===== src/rtl/led_seq_ctrl.sv =====
// -----------------------------------------------------------------------------
// led_seq_ctrl
//
// Four-mode LED sequencer driven by two debounced key pulses.
//   IDLE  : everything dark, position parked at 0.
//   STEP  : each key_step moves the position forward by one.
//   AUTO  : the position advances once per tick interval; key_step
//           freezes or unfreezes the run.
//   BLINK : the whole bar flashes on and off once per tick interval.
// key_mode cycles IDLE -> STEP -> AUTO -> BLINK -> IDLE. If key_mode and
// key_step arrive in the same cycle, key_mode wins.
//
// Parameters
//   TICK_DIV : tick interval in clk cycles (2 or more)
//   POS_MAX  : last sequence position (1..9); the position wraps to 0 after it
//
// Ports
//   clk      : system clock, all state changes on its rising edge
//   rst      : synchronous, active-high reset
//   key_step : one-cycle step / pause-toggle request
//   key_mode : one-cycle mode-advance request
//   led      : registered LED drive
//   mode     : current mode (IDLE=0, STEP=1, AUTO=2, BLINK=3)
//   pos      : current sequence position
//   paused   : high while an AUTO run is frozen
// -----------------------------------------------------------------------------
module led_seq_ctrl #(
  parameter int TICK_DIV = 25_000_000,
  parameter int POS_MAX  = 9
) (
  input  logic       clk,
  input  logic       rst,
  input  logic       key_step,
  input  logic       key_mode,
  output logic [7:0] led,
  output logic [1:0] mode,
  output logic [3:0] pos,
  output logic       paused
);

  // Tick counter runs 0..TICK_DIV-1, so ceil(log2(TICK_DIV)) bits suffice.
  localparam int               CNT_W    = (TICK_DIV > 2) ? $clog2(TICK_DIV) : 1;
  localparam logic [CNT_W-1:0] CNT_LAST = CNT_W'(TICK_DIV - 1);
  localparam logic [CNT_W-1:0] CNT_ONE  = CNT_W'(1);
  localparam logic [3:0]       POS_LAST = 4'(POS_MAX);

  typedef enum logic [1:0] {
    S_IDLE  = 2'd0,
    S_STEP  = 2'd1,
    S_AUTO  = 2'd2,
    S_BLINK = 2'd3
  } state_t;

  state_t           state;
  state_t           state_nxt;
  logic [3:0]       pos_nxt;
  logic [7:0]       led_nxt;
  logic             paused_nxt;
  logic [CNT_W-1:0] cnt;
  logic [CNT_W-1:0] cnt_nxt;
  logic             cnt_active;
  logic             tick;

  // Next position with wrap after the last position. Using >= keeps the
  // position inside the legal range even if it were ever corrupted.
  function automatic logic [3:0] pos_advance(input logic [3:0] p);
    return (p >= POS_LAST) ? 4'd0 : p + 4'd1;
  endfunction

  // Position-to-LED decode: 0 is dark, 1..8 light a single LED, 9 lights all.
  function automatic logic [7:0] pos_decode(input logic [3:0] p);
    logic [7:0] d;
    d = 8'h00;
    if (p == 4'd9) begin
      d = 8'hFF;
    end else if ((p >= 4'd1) && (p <= 4'd8)) begin
      d = 8'h01 << (p - 4'd1);
    end
    return d;
  endfunction

  // The tick counter only runs while an AUTO run is live or while blinking.
  assign cnt_active = ((state == S_AUTO) && !paused) || (state == S_BLINK);
  assign tick       = cnt_active && (cnt == CNT_LAST);

  // ---------------------------------------------------------------------------
  // Next-state and next-output logic
  // ---------------------------------------------------------------------------
  always_comb begin
    // NOTE: every signal written here gets a default first so that no path
    // through the case statements can leave it unassigned and infer a latch.
    state_nxt  = state;
    pos_nxt    = pos;
    paused_nxt = paused;
    cnt_nxt    = cnt;
    led_nxt    = pos_decode(pos);

    if (key_mode) begin
      // Mode change: any key_step in the same cycle is dropped, the tick
      // counter restarts and a frozen run is released.
      cnt_nxt    = '0;
      paused_nxt = 1'b0;
      unique case (state)
        S_IDLE: begin
          state_nxt = S_STEP;
          pos_nxt   = 4'd0;
          led_nxt   = 8'h00;
        end
        S_STEP: begin
          state_nxt = S_AUTO;
          led_nxt   = pos_decode(pos);
        end
        S_AUTO: begin
          state_nxt = S_BLINK;
          led_nxt   = 8'hFF;
        end
        S_BLINK: begin
          state_nxt = S_IDLE;
          pos_nxt   = 4'd0;
          led_nxt   = 8'h00;
        end
        default: begin
          state_nxt = S_IDLE;
          pos_nxt   = 4'd0;
          led_nxt   = 8'h00;
        end
      endcase
    end else begin
      unique case (state)
        S_IDLE: begin
          pos_nxt    = 4'd0;
          paused_nxt = 1'b0;
          cnt_nxt    = '0;
          led_nxt    = 8'h00;
        end
        S_STEP: begin
          if (key_step) begin
            pos_nxt = pos_advance(pos);
          end
          led_nxt = pos_decode(pos_nxt);
        end
        S_AUTO: begin
          if (key_step) begin
            // A pause toggle swallows a coincident tick and holds the count,
            // so counting picks up from the same value after unpausing.
            paused_nxt = !paused;
          end else if (cnt_active) begin
            if (tick) begin
              cnt_nxt = '0;
              pos_nxt = pos_advance(pos);
            end else begin
              cnt_nxt = cnt + CNT_ONE;
            end
          end
          led_nxt = pos_decode(pos_nxt);
        end
        S_BLINK: begin
          // Blinking flips the whole bar on each tick; the position is
          // frozen and key_step has no meaning here.
          if (tick) begin
            cnt_nxt = '0;
            led_nxt = ~led;
          end else begin
            cnt_nxt = cnt + CNT_ONE;
            led_nxt = led;
          end
        end
        default: begin
          state_nxt  = S_IDLE;
          pos_nxt    = 4'd0;
          paused_nxt = 1'b0;
          cnt_nxt    = '0;
          led_nxt    = 8'h00;
        end
      endcase
    end
  end

  // ---------------------------------------------------------------------------
  // State register
  // ---------------------------------------------------------------------------
  always_ff @(posedge clk) begin
    // NOTE: non-blocking assignments here so every register samples the
    // values from before this edge, regardless of statement order.
    if (rst) begin
      state  <= S_IDLE;
      pos    <= 4'd0;
      led    <= 8'h00;
      paused <= 1'b0;
      cnt    <= '0;
    end else begin
      state  <= state_nxt;
      pos    <= pos_nxt;
      led    <= led_nxt;
      paused <= paused_nxt;
      cnt    <= cnt_nxt;
    end
  end

  assign mode = state;

  // ---------------------------------------------------------------------------
  // Invariants
  // ---------------------------------------------------------------------------
  a_cnt_range : assert property (@(posedge clk) disable iff (rst)
    cnt <= CNT_LAST);

  a_pos_range : assert property (@(posedge clk) disable iff (rst)
    pos <= POS_LAST);

  a_led_decode : assert property (@(posedge clk) disable iff (rst)
    (state != S_BLINK) |-> (led == pos_decode(pos)));

  a_blink_levels : assert property (@(posedge clk) disable iff (rst)
    (state == S_BLINK) |-> ((led == 8'hFF) || (led == 8'h00)));

endmodule

===== config.mk =====
export PLATFORM = sky130hd
export DESIGN_NAME = led_seq_ctrl
export DESIGN_NICKNAME = d
export VERILOG_FILES = /design/src/rtl/led_seq_ctrl.sv
export SDC_FILE = /design/constraint.sdc
export NUM_CORES = 1
export LEC_CHECK = 0
export BUFFER_PORTS_ARGS = -buffer_cell sky130_fd_sc_hd__buf_2
export CORE_MARGIN = 2
export CORE_UTILIZATION = 41
export DETAILED_ROUTE_END_ITERATION = 16
export SLEW_MARGIN = 20
export SYNTH_ARGS = -nofsm -noshare
export SYNTH_HDL_FRONTEND = slang
export SYNTH_SLANG_ARGS = --single-unit
export TNS_END_PERCENT = 30

===== constraint.sdc =====
create_clock -name clk -period 4.6 [get_ports clk]
set_input_delay 0.46 -clock clk [delete_from_list [all_inputs] [get_ports clk]]
set_output_delay 0.46 -clock clk [all_outputs]
set_load 0.02 [all_outputs]

[Word-level counts from Yosys, hierarchy flattened]
Index checks and enable logic that the tools add are counted.
Cells by class
  equal/unequal tests: 12
  muxes and demuxes: 29
  bitwise logic cells: 1
  reduce and logical (&&, ||, !) cells: 16
  add/sub/neg operators: 5
  magnitude comparators: 7
  shift-type cells: 3
Operators with widths (count)
  25-bit two-way mux: 3
  25-bit case mux with 3 select lines: 1
  8-bit two-way mux: 8
  4-bit two-way mux: 11
  8-bit case mux with 4 select lines: 1
  25-bit by 1-bit adder with 25-bit output (second input constant): 1
  25-bit equality test (second input constant): 1
  8-bit case mux with 3 select lines: 1
  1-bit by 4-bit << shifter with 8-bit output (first input constant): 3
  4-bit equality test (second input constant): 3
  4-bit by 1-bit greater-or-equal comparator with 1-bit output (second input constant): 3
  4-bit <= comparator (second input constant): 3
  4-bit case mux with 3 select lines: 1
  4-bit by 1-bit subtractor with 4-bit output (second input constant): 3
  2-bit inequality test (second input constant): 4
  8-bit NOT: 1
  2-bit case mux with 4 select lines: 1
  1-bit logical AND: 5
  4-bit by 1-bit adder with 4-bit output (second input constant): 1
  2-bit equality test (second input constant): 2
  4-bit greater-or-equal comparator (second input constant): 1
  2-bit AND reduction: 2
  4-bit nonzero test: 1
  2-bit OR reduction: 2
  other kinds (10): 10
Word-level totals
  register bits after elaboration: 40
  input bits: 4
  output and inout bits: 15
  logic and storage cells: 78

[Longest topological paths before layout]
Gate-level depths: netlist of the first run.
  depth after elaboration: 15
  mapped depth: 11
  gate-level depth less buffers: 9

[Least setup slack after synthesis of the first run]
Ideal clock, no wire load.
  path kind: register -> register
  start point: register pos[0]
  end point: register led[6]
  cell stages (with the launch flop): 12
  arrival time: 2.883 ns
  setup slack: 1.584 ns
  library setup time: 0.133 ns
  period minus slack after synthesis: 3.016 ns
  data required time: 4.467 ns
  path buffers: 2
  path through: dfxtp_1 -> clkbuf_1 -> inv_1 -> ha_1 -> or3b_1 -> clkbuf_1 -> nand2_1 -> and2_1 -> mux2i_1 -> mux2_2 -> a222oi_1 -> o22ai_1
Between the ends
  longest elaborated chain between the ends: 13
  elaborated cells between the ends (all ways): 38
  those cells by class: add/sub (4); order compare (7); eq/ne (3); shift (3); mux (18); reduce/logical (3)
RTL lines
  start: declaration: line 37  | output logic [3:0] pos,
  start signal: assignment: line 193  | pos <= pos_nxt;
  4-bit by 1-bit adder with 4-bit output or 4-bit greater-or-equal comparator (tied branches): line 67  | return (p >= POS_LAST) ? 4'd0 : p + 4'd1;
  4-bit two-way mux: line 67
  4-bit two-way mux: line 148  | if (tick) begin
  4-bit two-way mux: line 147  | end else if (cnt_active) begin
  4-bit two-way mux: line 143  | if (key_step) begin
  4-bit two-way mux: line 129  | unique case (state)
  4-bit two-way mux: line 98  | if (key_mode) begin
  4-bit by 1-bit subtractor with 4-bit output (tied with other cells): line 77  | d = 8'h01 << (p - 4'd1);
  1-bit by 4-bit << shifter with 8-bit output or 1-bit logical AND (tied branches): line 77, 76
  8-bit two-way mux: line 76  | end else if ((p >= 4'd1) && (p <= 4'd8)) begin
  8-bit two-way mux: line 74  | if (p == 4'd9) begin
  8-bit case mux with 4 select lines: line 129
  8-bit two-way mux (*): line 98
  end signal: assignment: line 194  | led <= led_nxt;
  end: declaration: line 35  | output logic [7:0] led,
Mark *: on every way between the ends. The rest lies on a longest branch, timed or not. The select of a mux whose other input is x is not followed.
A chain may end at the register's enable or synchronous reset.

[Worst setup path in the final report of the first run]
  start point: register cnt[10]
  end point: register led[6]
Between the ends
  longest elaborated chain between the ends: 13
  elaborated cells between the ends (all ways): 18
  those cells by class: add/sub (1); order compare (2); eq/ne (3); shift (1); mux (9); reduce/logical (2)
RTL lines
  start: declaration: line 59  | logic [CNT_W-1:0] cnt;
  start signal: assignment: line 196  | cnt <= cnt_nxt;
  25-bit equality test (*): line 84  | assign tick = cnt_active && (cnt == CNT_LAST);
  1-bit logical AND (*): line 84
  4-bit two-way mux: line 148
  4-bit two-way mux: line 147
  4-bit two-way mux: line 143
  4-bit two-way mux: line 129
  4-bit two-way mux: line 98
  4-bit by 1-bit subtractor with 4-bit output (tied with other cells): line 77
  1-bit by 4-bit << shifter with 8-bit output or 1-bit logical AND (tied branches): line 77, 76
  8-bit two-way mux: line 76
  8-bit two-way mux: line 74
  8-bit case mux with 4 select lines: line 129
  8-bit two-way mux: line 98
Marks and branches as above.

==> flow_summary.ini, run 1 <==
[outcome]
status = complete, no violations

[detailed_routing]
num_vias = 2928
antenna_left = 0
drt_iter0_drc = 323
via_per_inst = 5.98
drt_pre_antenna_iters = 5
detail_route.wl_per_cell_um = 17.5
routed_wirelength_um = 8570
drc = 0

[logic_synthesis]
synthTopCellsByCount = nor2_1 (42), dfxtp_1 (40), nand2_1 (32), a21oi_1 (28), nand3_1 (22)
synth_area_mm2 = 0.00296
synth_nets = 405
syn-instance-count = 390
synth_top_area_share_pct = 27.1
ys_warn_count = 0
async_flop_share_pct = 0
ys_types = 64
yosysTopAreaCell = dfxtp_1
synth_most_common_cell = nor2_1
synth_area_leaders = dfxtp_1 (27%), nor2_1 (5.3%), a21oi_1 (4.7%)
synth-edff-count = 0
syn_area_per_cell_um2 = 7.58
ys.flop_type = dfxtp_1
synth-seq-area-share_pct = 27.1
ys_ff_latch = 40

[placement]
dpl.hpwl_um = 6140
gp_congestion = 0.923
placed_cells = 483
post-place-ws_ns = 1.25
portBuffers = 18
post_dp_cell_area_mm2 = 0.00309

[cts]
cts.sinks = 40
cts_root_buffer = clkbuf_8
clock_latency_ns = 0.31
post_cts_buffers = 0
cts_tree = yes
cts_buffers = 5
cts_resized = 0
holdBufCountCts = 0
htreeDepth = 2
clock_path_buffers = 2
path_clk_slew_ns = 0.09

[finish]
antenna-diode-count = 0
instances_no_fill = 490
layout-drive-gt1-share_pct = 10.4
area_growth_syn_to_layout_pct = 7.41
design_area_mm2 = 0.00317
fin_nets = 409
postLayoutCoreUtil_pct = 46.2

[timing]
fin_crit_ns = 3.43
slew-limit-headroom_pct = 39.7
whs_ns = 0.484
finalClockSkew_ns = 0.0134
fmax_mhz = 291
hold_viol_final = 0
rsz0062_at_grt = no
setup_viol = 0
period_share_pct = 74.6
tightest_slew_ns = 0.898
finalWorstSetupSlack_ns = 1.17
tns_ns = 0
slew_violations = 0

[die]
core_mm2 = 0.00687
die_h_um = 88.9
die_x_um = 88.9
io_pins = 19
start_util_pct = 43.0
die-area_mm2 = 0.00790
fp-row-count = 30

[global_routing]
grt_first_pass_wirelength_um = 14100
grt_use_total_pct = 23.0
grt_max_degree = 25
antenna_found_initial = 0
grt_pass1_vias = 2591
overflow = 0

[job]
max_cap_violations = 0

[power_and_ir_drop]
power.total_mw = 0.701
power.density_mw_per_mm2 = 221
leakage_nw = 1.14
ir_worst_vdd_uv = 107

[hold_path]
min_path_type = flop to flop

[critical_path]
critPathCaptureType = flop
arrival_ns = 3.62
start_kind = flop
crit_fanout = 11
worstSetupPathType = flop to flop
required_ns = 4.79
-- sequential cells by signal, summed over array words and instances, names as in the netlist --
name,flops
cnt,25
paused,1
pos,4
mode,2
led,8
-- layout make-up --
class,count,area (um^2)
clock buffer,5,68.8
clock inverter,2,12.5
fill,725,3690
inverter,16,60.1
multi-input combinational,311,2010
sequential,40,801
tap,96,120
timing repair buffer,20,105
-- critical path, cell delays in order (launching register included) --
cell	delay, ns
dfxtp_1	0.37
or4b_4	0.56
nor4_4	0.47
nor4b_4	0.58
mux2i_1	0.58
mux2_2	0.40
a222oi_1	0.23
o22ai_1	0.13
-- per-layer routing --
| layer | GRT usage, % | vias to the layer above | part of all wire [%] |
|---|---|---|---|
| met1 | 36.0 | 1374 | 51 |
| li1 | - | 1446 | - |
| met3 | 4.34 | 8 | 6.4 |
| met2 | 32.4 | 100 | 41 |
| met5 | 0 | - | 0 |
| met4 | 4.82 | 0 | 0.94 |
-- placed cells by master (no fill, tap or decap), types with 6 or more instances in the layout --
cell type / instances
nor2_1: 42
nor2b_1: 9
and4_1: 6
xor2_1: 13
and3_1: 9
o21ai_0: 14
a21oi_1: 28
nand2_1: 32
ha_1: 11
o211ai_1: 7
o22ai_1: 7
nand3_1: 22
nor3_1: 8
inv_1: 15
buf_2: 18
nand4_1: 6
dfxtp_1: 40
a31oi_1: 6
or3_1: 7
-- cell families (layout without fill, tap and decap cells) --
kind of cell    Yosys count  in the layout  share of synthesized area, %
compound gates          105            105                          24.2
flops                    40             40                          27.1
fa+ha+maj                11             11                          4.66
xor+xnor                 18             18                          5.33
buf+inv                  39             43                          5.00
mux                       6              6                          2.12
simple gates            171            171                          31.6
-- power by group --
group | switching, mW | internal [mW]
registers | 0.00534 | 0.352
clock network | 0.141 | 0.103
logic | 0.0691 | 0.0309
-- final timing paths --
kind              startpoint  endpoint  slack [ns]  cells after the start
setup / recovery     cnt[10]    led[6]        1.17                      7
hold / removal        cnt[1]    cnt[1]        0.48                      2
setup reg to reg     cnt[10]    led[6]        1.17                      7
hold reg to reg       cnt[1]    cnt[1]        0.48                      2
(Power assumes the default switching activity.)
==> run 2: changes to the inputs <==
--- a/config.mk
+++ b/config.mk
@@ -5,6 +5,7 @@
 export SDC_FILE = /design/constraint.sdc
 export NUM_CORES = 1
 export LEC_CHECK = 0
+export ABC_AREA = 1
 export BUFFER_PORTS_ARGS = -buffer_cell sky130_fd_sc_hd__buf_2
 export CORE_MARGIN = 2
 export CORE_UTILIZATION = 41
==> constraint.sdc (replaced) <==
create_clock -name clk -period 3 [get_ports clk]
set_input_delay 0.3 -clock clk [delete_from_list [all_inputs] [get_ports clk]]
set_output_delay 0.3 -clock clk [all_outputs]
set_load 0.02 [all_outputs]
==> run 2 against run 1 <==
Compared with the run above:
- final cell count increased by 22%
- non-clock buffer count decreased by 1
- clock skew decreased by 0.010 ns
- register-to-register slack got worse by 0.67 ns
- flip-flop and latch count unchanged
- design area increased by 7.7%
- critical path depth increased by 3
- first-iteration DRC count decreased by 59%
- critical path type unchanged
- largest power group unchanged
==> flow_summary.ini, run 2 <==
[logic_synthesis]
synth_area_mm2 = 0.00313
yosysTopAreaCell = dfxtp_1
ys_types = 45
ys.flop_type = dfxtp_1
syn_area_per_cell_um2 = 6.49
syn-instance-count = 483
synth-edff-count = 0
synth_nets = 498
async_flop_share_pct = 0
synthTopCellsByCount = nand2_1 (131), inv_1 (57), nor2_1 (47), dfxtp_1 (40), a21oi_1 (33)
synth_area_leaders = dfxtp_1 (26%), nand2_1 (16%), inv_1 (6.8%)
ys_warn_count = 0
ys_ff_latch = 40
synth_most_common_cell = nand2_1
synth-seq-area-share_pct = 25.5
synth_top_area_share_pct = 25.5

[cts]
path_clk_slew_ns = 0.09
clock_path_buffers = 2
clock_latency_ns = 0.30
post_cts_buffers = 0
cts_buffers = 5
cts_resized = 0
cts_tree = yes
cts.sinks = 40
cts_root_buffer = clkbuf_8
htreeDepth = 2
holdBufCountCts = 0

[global_routing]
grt_use_total_pct = 19.5
grt_max_degree = 19
antenna_found_initial = 0
overflow = 0
grt_first_pass_wirelength_um = 13300
grt_pass1_vias = 2849

[critical_path]
cp_top_family = compound AO/OA/AOI/OAI gates
slowest_delay_ns = 0.41
reg2reg_from = mode[0]
cp.depth = 10
crit_fanout = 11
path_buf_inv = 3
start_kind = flop
reg2reg_depth = 10
crit_end = cnt[14]
cp_common_cell = inv_1
cp_slowest_cell = dfxtp_1
worstSetupPathType = flop to flop
critPathCaptureType = flop
worstReg2RegEnd = cnt[14]
required_ns = 3.19
critPathLaunch = mode[0]
crit_path_cell_trace = inv_1 > ha_1 > inv_1 > o211ai_2 > nor2_1 > inv_1 > nor2_1 > o21ai_0 > o21ai_0 > a21oi_1
r2r_setup_slack_ns = 0.49
arrival_ns = 2.70

[finish]
area_growth_syn_to_layout_pct = 9.06
reg_top3 = cnt: 25 flops, led: 8 flops, pos: 4 flops
multiInputGateArea_mm2 = 0.00203
fillCellCount = 737
final_cell_mix = nand2_1 (131), inv_1 (57), nor2_1 (47)
fin_nets = 514
largest_register_ffs = 25
instances_no_fill = 599
antenna-diode-count = 0
regArea_um2 = 801
final_common_cell = nand2_1
layout-drive-gt1-share_pct = 16.6
top_register = cnt

[timing]
slew-limit-headroom_pct = 64.7
tightest_slew_ns = 0.527
period_share_pct = 83.5
fin_crit_ns = 2.51
setup_viol = 0
slew_violations = 0
finalClockSkew_ns = 0.00292
rsz0062_at_grt = no
hold_viol_final = 0
finalWorstSetupSlack_ns = 0.495
tns_ns = 0
fmax_mhz = 399

[die]
die_h_um = 91.4
start_util_pct = 42.8
core_mm2 = 0.00733
io_pins = 19
die-area_mm2 = 0.00836
die_x_um = 91.4
fp-row-count = 31

[detailed_routing]
detail_route.wl_per_cell_um = 13.2
num_vias = 3064
routed_wirelength_um = 7910
drt_iter0_drc = 132
antenna_left = 0
drc = 0
drt_pre_antenna_iters = 4
via_per_inst = 5.12

[hold_path]
min_path_type = input pin to flop

[job]
max_cap_violations = 0

[outcome]
status = complete, no violations

[power_and_ir_drop]
power.density_mw_per_mm2 = 345
power.total_mw = 1.18
leakage_nw = 1.42
ir_worst_vdd_uv = 248

[placement]
placed_cells = 591
portBuffers = 18
post-place-ws_ns = 0.564
dpl.hpwl_um = 6180
gp_congestion = 0.909
==> run 2: report_power, final <==
| group | total, mW | switching [mW] | internal [mW] |
|---|---|---|---|
| Combinational | 0.168 | 0.120 | 0.0476 |
| Clock | 0.467 | 0.216 | 0.251 |
| Sequential | 0.545 | 0.00757 | 0.538 |
==> run 2: cell type report <==
class | instances | share of cell area [%]
Clock inverter | 3 | 1.35
Sequential cell | 40 | 23.4
Inverter | 66 | 7.32
Multi-Input combinational cell | 367 | 59.4
Tap cell | 99 | 3.62
Timing Repair Buffer | 19 | 2.86
Clock buffer | 5 | 2.01
==> run 2: logic make-up (layout without fill, tap and decap cells) <==
| kind of cell | count (synthesis) | count (layout) | synth area share, % |
|---|---|---|---|
| simple gates | 262 | 262 | 41.1 |
| compound gates | 90 | 90 | 18.2 |
| buf+inv | 76 | 93 | 9.66 |
| flops | 40 | 40 | 25.5 |
| fa+ha+maj | 11 | 11 | 4.39 |
| xor+xnor | 4 | 4 | 1.12 |
==> run 2: worst min path at each step <==
stage | start | depth (start not counted) | end | slack, ns
detailed placement | cnt[24] | 2 | cnt[24] | 0.46
floorplan | rst | 1 | led[7] | 0.37
global placement | cnt[24] | 2 | cnt[24] | 0.46
global route | rst | 2 | led[3] | 0.37
CTS | rst | 2 | led[3] | 0.37
finish | rst | 2 | led[3] | 0.38
==> run 2: routing by layer <==
metal  vias to the layer above  track usage, %  routed length, um
li1                       1607               -                  -
met1                      1384            24.5               3620
met2                        61            34.7               3930
met3                        12            2.74                264
met4                         0            4.67                102
met5                         -               0                  0
==> run 2: per-stage QoR <==
stage               hold slack [ns]  cell area [um^2]  utilization, %
CTS                           0.368              3420            46.6
finish                        0.376              3420            46.6
floorplan                     0.369              3130               -
global route                  0.374              3420            46.6
global placement              0.457              3300            45.1
detailed placement            0.463              3300            45.1
